==> src/rtl/dma_pkg.sv <==
// Shared types for the DMA channel scheduler: completion status, FSM states
// and AXI response codes.
package dma_pkg;

    typedef enum logic [1:0] {
        ST_OK       = 2'b00,
        ST_ZERO_LEN = 2'b01,
        ST_BUS_ERR  = 2'b10,
        ST_TIMEOUT  = 2'b11
    } dma_status_e;

    typedef enum logic [2:0] {
        S_IDLE,
        S_ISSUE,
        S_BUSY,
        S_ABORT,
        S_CPL
    } sched_state_e;

    localparam logic [1:0] RESP_OKAY   = 2'b00;
    localparam logic [1:0] RESP_EXOKAY = 2'b01;
    localparam logic [1:0] RESP_SLVERR = 2'b10;
    localparam logic [1:0] RESP_DECERR = 2'b11;

    function automatic dma_status_e resp_status(input logic [1:0] r);
        return (r == RESP_OKAY || r == RESP_EXOKAY) ? ST_OK : ST_BUS_ERR;
    endfunction

endpackage

==> src/rtl/rr_arbiter.sv <==
// Combinational round-robin picker: first requester at or above ptr_i,
// wrapping to 0; returns one-hot grant plus its index.
module rr_arbiter #(
    parameter int N = 4,
    localparam int W = $clog2(N)
) (
    input  logic [N-1:0] req_i,
    input  logic [W-1:0] ptr_i,
    output logic [N-1:0] gnt_o,
    output logic [W-1:0] idx_o,
    output logic         valid_o
);

    always_comb begin
        int t;
        logic [W-1:0] j;
        gnt_o   = '0;
        idx_o   = '0;
        valid_o = 1'b0;
        t       = 0;
        j       = '0;
        for (int i = 0; i < N; i++) begin
            t = int'(ptr_i) + i;
            if (t >= N) t = t - N;
            j = W'(t);
            if (!valid_o && req_i[j]) begin
                valid_o  = 1'b1;
                gnt_o[j] = 1'b1;
                idx_o    = j;
            end
        end
    end

endmodule

==> src/rtl/dma_channel_scheduler.sv <==
// Round-robin scheduler sharing one DMA master command port among NUM_CH
// channels, with one transfer in flight and a BUSY-state watchdog.
module dma_channel_scheduler
    import dma_pkg::*;
#(
    parameter int NUM_CH         = 4,
    parameter int AXI_ADDR_W     = 32,
    parameter int LEN_W          = 24,
    parameter int TIMEOUT_CYCLES = 100000,
    localparam int CH_W          = $clog2(NUM_CH)
) (
    input  logic                       clk,
    input  logic                       rst_n,
    input  logic [NUM_CH-1:0]          ch_en_i,
    input  logic [NUM_CH-1:0]          ch_req_valid_i,
    output logic [NUM_CH-1:0]          ch_req_ready_o,
    input  logic [NUM_CH*AXI_ADDR_W-1:0] ch_src_addr_i,
    input  logic [NUM_CH*AXI_ADDR_W-1:0] ch_dst_addr_i,
    input  logic [NUM_CH*LEN_W-1:0]    ch_len_i,
    output logic                       cpl_valid_o,
    output logic [CH_W-1:0]            cpl_ch_o,
    output logic [1:0]                 cpl_status_o,
    output logic                       dma_cmd_valid_o,
    input  logic                       dma_cmd_ready_i,
    output logic [AXI_ADDR_W-1:0]      dma_cmd_src_o,
    output logic [AXI_ADDR_W-1:0]      dma_cmd_dst_o,
    output logic [LEN_W-1:0]           dma_cmd_len_o,
    input  logic                       dma_done_i,
    input  logic [1:0]                 dma_resp_i,
    output logic                       dma_abort_o,
    input  logic                       dma_idle_i,
    output logic                       busy_o,
    output logic [CH_W-1:0]            active_ch_o
);

    localparam bit WD_EN = (TIMEOUT_CYCLES > 0);
    localparam int WD_W  = WD_EN ? $clog2(TIMEOUT_CYCLES + 1) : 1;
    localparam logic [WD_W-1:0] WD_EXP = WD_EN ? WD_W'(TIMEOUT_CYCLES - 1) : '0;
    localparam logic [WD_W-1:0] WD_MAX = WD_W'(TIMEOUT_CYCLES);

    sched_state_e          state_q;
    dma_status_e           cpl_status_q;
    logic                  cpl_valid_q;
    logic                  cmd_valid_q;
    logic                  abort_q;
    logic [CH_W-1:0]       active_ch_q;
    logic [CH_W-1:0]       rr_ptr_q;
    logic [CH_W-1:0]       rr_ptr_d;
    logic [WD_W-1:0]       wd_q;
    logic [WD_W-1:0]       wd_d;
    logic [AXI_ADDR_W-1:0] src_q;
    logic [AXI_ADDR_W-1:0] dst_q;
    logic [LEN_W-1:0]      len_q;

    logic [NUM_CH-1:0]     elig;
    logic [NUM_CH-1:0]     gnt;
    logic [CH_W-1:0]       gidx;
    logic                  gvalid;
    logic [AXI_ADDR_W-1:0] sel_src;
    logic [AXI_ADDR_W-1:0] sel_dst;
    logic [LEN_W-1:0]      sel_len;

    assign elig = ch_req_valid_i & ch_en_i;

    rr_arbiter #(.N(NUM_CH)) u_arb (
        .req_i   (elig),
        .ptr_i   (rr_ptr_q),
        .gnt_o   (gnt),
        .idx_o   (gidx),
        .valid_o (gvalid)
    );

    always_comb begin
        sel_src = '0;
        sel_dst = '0;
        sel_len = '0;
        for (int i = 0; i < NUM_CH; i++) begin
            if (gidx == CH_W'(i)) begin
                sel_src = ch_src_addr_i[i*AXI_ADDR_W +: AXI_ADDR_W];
                sel_dst = ch_dst_addr_i[i*AXI_ADDR_W +: AXI_ADDR_W];
                sel_len = ch_len_i[i*LEN_W +: LEN_W];
            end
        end
    end

    assign rr_ptr_d = (gidx == CH_W'(NUM_CH - 1)) ? '0 : gidx + 1'b1;
    assign wd_d     = (wd_q == WD_MAX) ? wd_q : wd_q + 1'b1;

    // The accept pulse is the grant itself; masked while reset is held.
    assign ch_req_ready_o = (rst_n && state_q == S_IDLE) ? gnt : '0;

    always_ff @(posedge clk) begin
        if (!rst_n) begin
            state_q      <= S_IDLE;
            cpl_status_q <= ST_OK;
            cpl_valid_q  <= 1'b0;
            cmd_valid_q  <= 1'b0;
            abort_q      <= 1'b0;
            active_ch_q  <= '0;
            rr_ptr_q     <= '0;
            wd_q         <= '0;
            src_q        <= '0;
            dst_q        <= '0;
            len_q        <= '0;
        end else begin
            cpl_valid_q <= 1'b0;
            unique case (state_q)
                S_IDLE: begin
                    if (gvalid) begin
                        active_ch_q <= gidx;
                        rr_ptr_q    <= rr_ptr_d;
                        src_q       <= sel_src;
                        dst_q       <= sel_dst;
                        len_q       <= sel_len;
                        cmd_valid_q <= (sel_len != '0);
                        state_q     <= S_ISSUE;
                    end
                end
                S_ISSUE: begin
                    if (len_q == '0) begin
                        cpl_status_q <= ST_ZERO_LEN;
                        cpl_valid_q  <= 1'b1;
                        state_q      <= S_CPL;
                    end else if (dma_cmd_ready_i) begin
                        cmd_valid_q <= 1'b0;
                        wd_q        <= '0;
                        state_q     <= S_BUSY;
                    end
                end
                S_BUSY: begin
                    // Completion in the expiry cycle beats the watchdog.
                    if (dma_done_i) begin
                        cpl_status_q <= resp_status(dma_resp_i);
                        cpl_valid_q  <= 1'b1;
                        state_q      <= S_CPL;
                    end else if (WD_EN && wd_q == WD_EXP) begin
                        abort_q <= 1'b1;
                        state_q <= S_ABORT;
                    end else begin
                        wd_q <= wd_d;
                    end
                end
                S_ABORT: begin
                    if (dma_idle_i) begin
                        abort_q      <= 1'b0;
                        cpl_status_q <= ST_TIMEOUT;
                        cpl_valid_q  <= 1'b1;
                        state_q      <= S_CPL;
                    end
                end
                S_CPL: state_q <= S_IDLE;
                default: state_q <= S_IDLE;
            endcase
        end
    end

    assign cpl_valid_o     = cpl_valid_q;
    assign cpl_ch_o        = active_ch_q;
    assign cpl_status_o    = cpl_status_q;
    assign dma_cmd_valid_o = cmd_valid_q;
    assign dma_cmd_src_o   = src_q;
    assign dma_cmd_dst_o   = dst_q;
    assign dma_cmd_len_o   = len_q;
    assign dma_abort_o     = abort_q;
    assign busy_o          = (state_q != S_IDLE);
    assign active_ch_o     = active_ch_q;

endmodule

==> config.mk <==
export PLATFORM = sky130hd
export DESIGN_NAME = dma_channel_scheduler
export DESIGN_NICKNAME = d
export VERILOG_FILES = /design/src/rtl/dma_pkg.sv /design/src/rtl/rr_arbiter.sv /design/src/rtl/dma_channel_scheduler.sv
export SDC_FILE = /design/constraint.sdc
export NUM_CORES = 1
export LEC_CHECK = 0
export CAP_MARGIN = 40
export CELL_PAD_IN_SITES_DETAIL_PLACEMENT = 0
export CELL_PAD_IN_SITES_GLOBAL_PLACEMENT = 1
export CORE_ASPECT_RATIO = 1.75
export CORE_MARGIN = 1
export CORE_UTILIZATION = 22
export DETAILED_ROUTE_END_ITERATION = 8
export GPL_TIMING_DRIVEN = 1
export PLACE_DENSITY_LB_ADDON = 0.12
export SYNTH_ARGS = -nofsm -noshare
export SYNTH_HDL_FRONTEND = slang
export SYNTH_SLANG_ARGS = --single-unit
export TNS_END_PERCENT = 30
==> constraint.sdc <==
create_clock -name clk -period 3.9 [get_ports clk]
set_input_delay 0.585 -clock clk [delete_from_list [all_inputs] [get_ports clk]]
set_output_delay 0.585 -clock clk [all_outputs]
set_load 0.02 [all_outputs]
==> results.md <==
* RSZ-0062 raised after global routing: no
* Buffers on Ports at 467
* Initial Util at 22.48%
* Most common flop cell mapped by yosys: dfxtp_1
* Area Overhead vs Synth at 93.96%
* Core area at 0.03233 sq mm
* Slew at the pin with the worst max-slew slack at 0.6729 ns
* Pre-CTS WS at -0.6287 ns
* I/O pin cnt at 469
* Placed insts at 1,862
* Post-synthesis simple-gate area fraction at 28.93%
* Mux cell area share after synthesis at 1.171%
* # clock sinks at 117
* Max Fclk at 264.9 MHz
* Largest family of logic cells by synthesized area: simple AND/OR/NAND/NOR gates
* Xor-xnor portion of the synthesized cell area at 1.205%
* Worst setup startpoint: rr_ptr_q[0]
* Leak Pwr at 5.184 nW
* Synth Area in Compound Gates at 28.10%
* Max cap viols at 0
* WP data required at 4.21 ns
* Adder-Cell Fraction of Synth Area at 2.238%
* Worst hold margin at 0.4639 ns
* Worst Reg-to-Reg Cells at 15
* Worst skew pair latency at 0.44 ns
* Crit end category: flop
* Slew Limit Headroom at 54.89%
* Origin of the critical flop-to-flop path: rr_ptr_q[0]
* Fin crit share at 96.80%
* Final Util at 43.60%
* FF-to-FF setup slack at 0.12 ns
* Drt via density at 5.103
* Die span in x at 139.4 um
* Num rows at 87
* Placer Congestion at 0.8912
* Drt initial violations at 427
* Critical path fanouts, max at 7
* Routed wire length per instance at 22.84 um
* Layout Cells excl Fill at 1,917
* Worst reg2reg path endpoint: dma_cmd_valid_o
* DP Wirelength at 34.41 mm
* Wirelength, routed at 43.78 mm
* Worst IR Drop VDD at 0.3371 mV
* Die Y at 242.4 um
* Clk slew on worst S/H paths at 0.06 ns
* Clock buffer depth at 2
* Die area at 0.03379 sq mm
* Setup TNS at 0 ns
* DRT antenna net count at 0
* Fin area at 0.01409 sq mm
* Design Power at 11.89 mW
* Gate Count Post-Synth at 984
* Antenna violations before repair at 8
* Worst endpoint data arrival time at 4.08 ns
* Most common cell in the netlist: nor2_1
* First-pass GRT wire length at 63.94 mm
* Worst setup SP type: flop
* CTS H-tree depth at 4
* CTS tree: built
* Critical path class: flop to flop
* Async SR Flop Fraction at 0%
* CTS root buf: clkbuf_16
* Fin. Hold Viols at 0
* Largest area contributor in the netlist: dfxtp_1
* Layout cell share with drive strength beyond 1 at 13.78%
* Synthesized area at 0.007267 sq mm
* EDFF count, synth at 0
* Count of state elements after synthesis at 117
* Vias in the first global route at 10,070
* Global-route usage over all layers at 25.68%
* Crit path to: dma_cmd_valid_o
* Placed instance area at 0.01303 sq mm
* YS warnings at 0
* Synth top area share at 32.23%
* Number of distinct library cells after synthesis at 59
* Nets at 1,877
* Tmin final at 3.775 ns
* GR Overflow Total at 0
* Hold crit path type: flop to flop
* Max-slew violations at 0
* Post-synth top cells: nor2_1 (167), nor3_1 (139), dfxtp_1 (117), clkbuf_1 (76), a211oi_1 (72)
* Final WS setup at 0.1249 ns
* Residual DRC count at 0
* Drt pass-1 iters at 5
* Synth top area cells: dfxtp_1 (32%), nor3_1 (9.6%), nor2_1 (8.6%)
* Synth Net Count at 1,364
* Clock skew at 0.007419 ns
* CTS buffer count at 17
* Largest net degree at the start of global routing at 60
* Register area share after synthesis at 32.23%
* # setup viols final at 0
* Outcome: finished clean
* Avg Inst Size Synth at 7.385 sq um
* Total vias in the final route at 9,782
* PwrDens at 843.4 mW/mm^2
per-layer routing:
metal / share of wire, % / GRT usage (%) / up-vias
met5: 0 / 0 / -
met1: 36 / 26.63 / 4564
li1: - / - / 4760
met3: 6.4 / 6.740 / 85
met2: 53 / 46.73 / 373
met4: 4.3 / 13.63 / 0
worst min-delay path by stage:
stage | startpoint | end | slack, ns | cells past startpoint
floorplan | wd_q[15] | wd_q[15] | 0.46 | 2
global placement | cpl_status_o[1] | cpl_status_o[1] | 0.45 | 2
detailed placement | cpl_status_o[1] | cpl_status_o[1] | 0.46 | 2
CTS | cpl_status_o[1] | cpl_status_o[1] | 0.47 | 2
global route | dma_cmd_len_o[16] | dma_cmd_len_o[16] | 0.51 | 2
finish | cpl_status_o[1] | cpl_status_o[1] | 0.46 | 2
cell usage in the layout (no fill, tap or decap), types with 5 or more instances in the layout:
cell type        synthesis  layout
a211oi_1                72      72
a21oi_1                 49      44
a21oi_2                  0       5
a221o_1                  6       6
a221oi_1                67      64
a22oi_1                 22      13
a22oi_2                  0       9
a31oi_1                  5       5
and2_4                   0       6
and3_1                   5       5
buf_12                   0      13
buf_4                    2     101
clkbuf_16                0      18
clkdlybuf4s50_1          0     459
clkinv_2                 0       5
clkinvlp_4               0       5
dfxtp_1                117     117
diode_2                  0       8
dlymetal6s2s_1           0       8
ha_1                    13       8
inv_1                   11      10
nand2_1                 54      52
nand3_1                 15      15
nand4_1                  8       8
nor2_1                 167     166
nor3_1                 139     138
nor4_1                   9       7
o211ai_1                 5       5
o21ai_0                 23      19
o22ai_1                 23      22
or3_1                    5       5
or4_1                   10       6
xnor2_1                  9       9
logic make-up after synthesis:
kind of cell | after synthesis
multiplexers | 6
adder cells (fa/ha/maj) | 13
AND/OR/NAND/NOR | 445
XOR/XNOR | 10
flip-flops | 117
buffers and inverters | 108
AO/OA/AOI/OAI | 285
sequential cells by signal (all words and copies together), names as in the netlist:
name and cells:
dma_cmd_dst_o 32, dma_cmd_valid_o 1, state_q 3, dma_cmd_len_o 24, rr_ptr_q 2, wd_q 17, cpl_status_o 2, dma_abort_o 1
active_ch_o 2, dma_cmd_src_o 32, cpl_valid_o 1
worst max-delay path, cell delays in order, from the launching register on:
cell and delay [ns]:
dfxtp_1 0.34, inv_1 0.09, ha_4 0.32, mux4_2 0.32, nor2b_4 0.15, or4_4 0.48, and2_4 0.19, buf_4 0.14
ha_4 0.20, buf_12 0.15, buf_4 0.14, a22oi_2 0.20, a21oi_2 0.09, or4_4 0.49, nor3_4 0.22, a311oi_1 0.11
area by class of cell:
type,count,area [sq um]
fillers,3272,18240
repair buffers,590,5891
multi-input cells,759,4721
flip-flops and latches,117,2342
well taps,400,500.5
clock buffers,18,439.2
clock inverters,13,135.1
inverters,12,46.29
diodes,8,20.02
what timing repair did:
action / 4_1_cts / 5_1_grt
hold buffers: 0 / 0
resized for setup: 23 / 38
pin swaps: 10 / 20
cloned: 2 / 1
endpoints found under the setup margin: 22 / 58
setup buffers: 9 / 6
power breakdown:
part / internal [mW] / switching (mW) / total, mW
logic: 3.90 / 4.37 / 8.26
clock network: 0.947 / 0.619 / 1.57
registers: 1.70 / 0.362 / 2.06
Note: power is estimated with default switching activity, not from simulation.
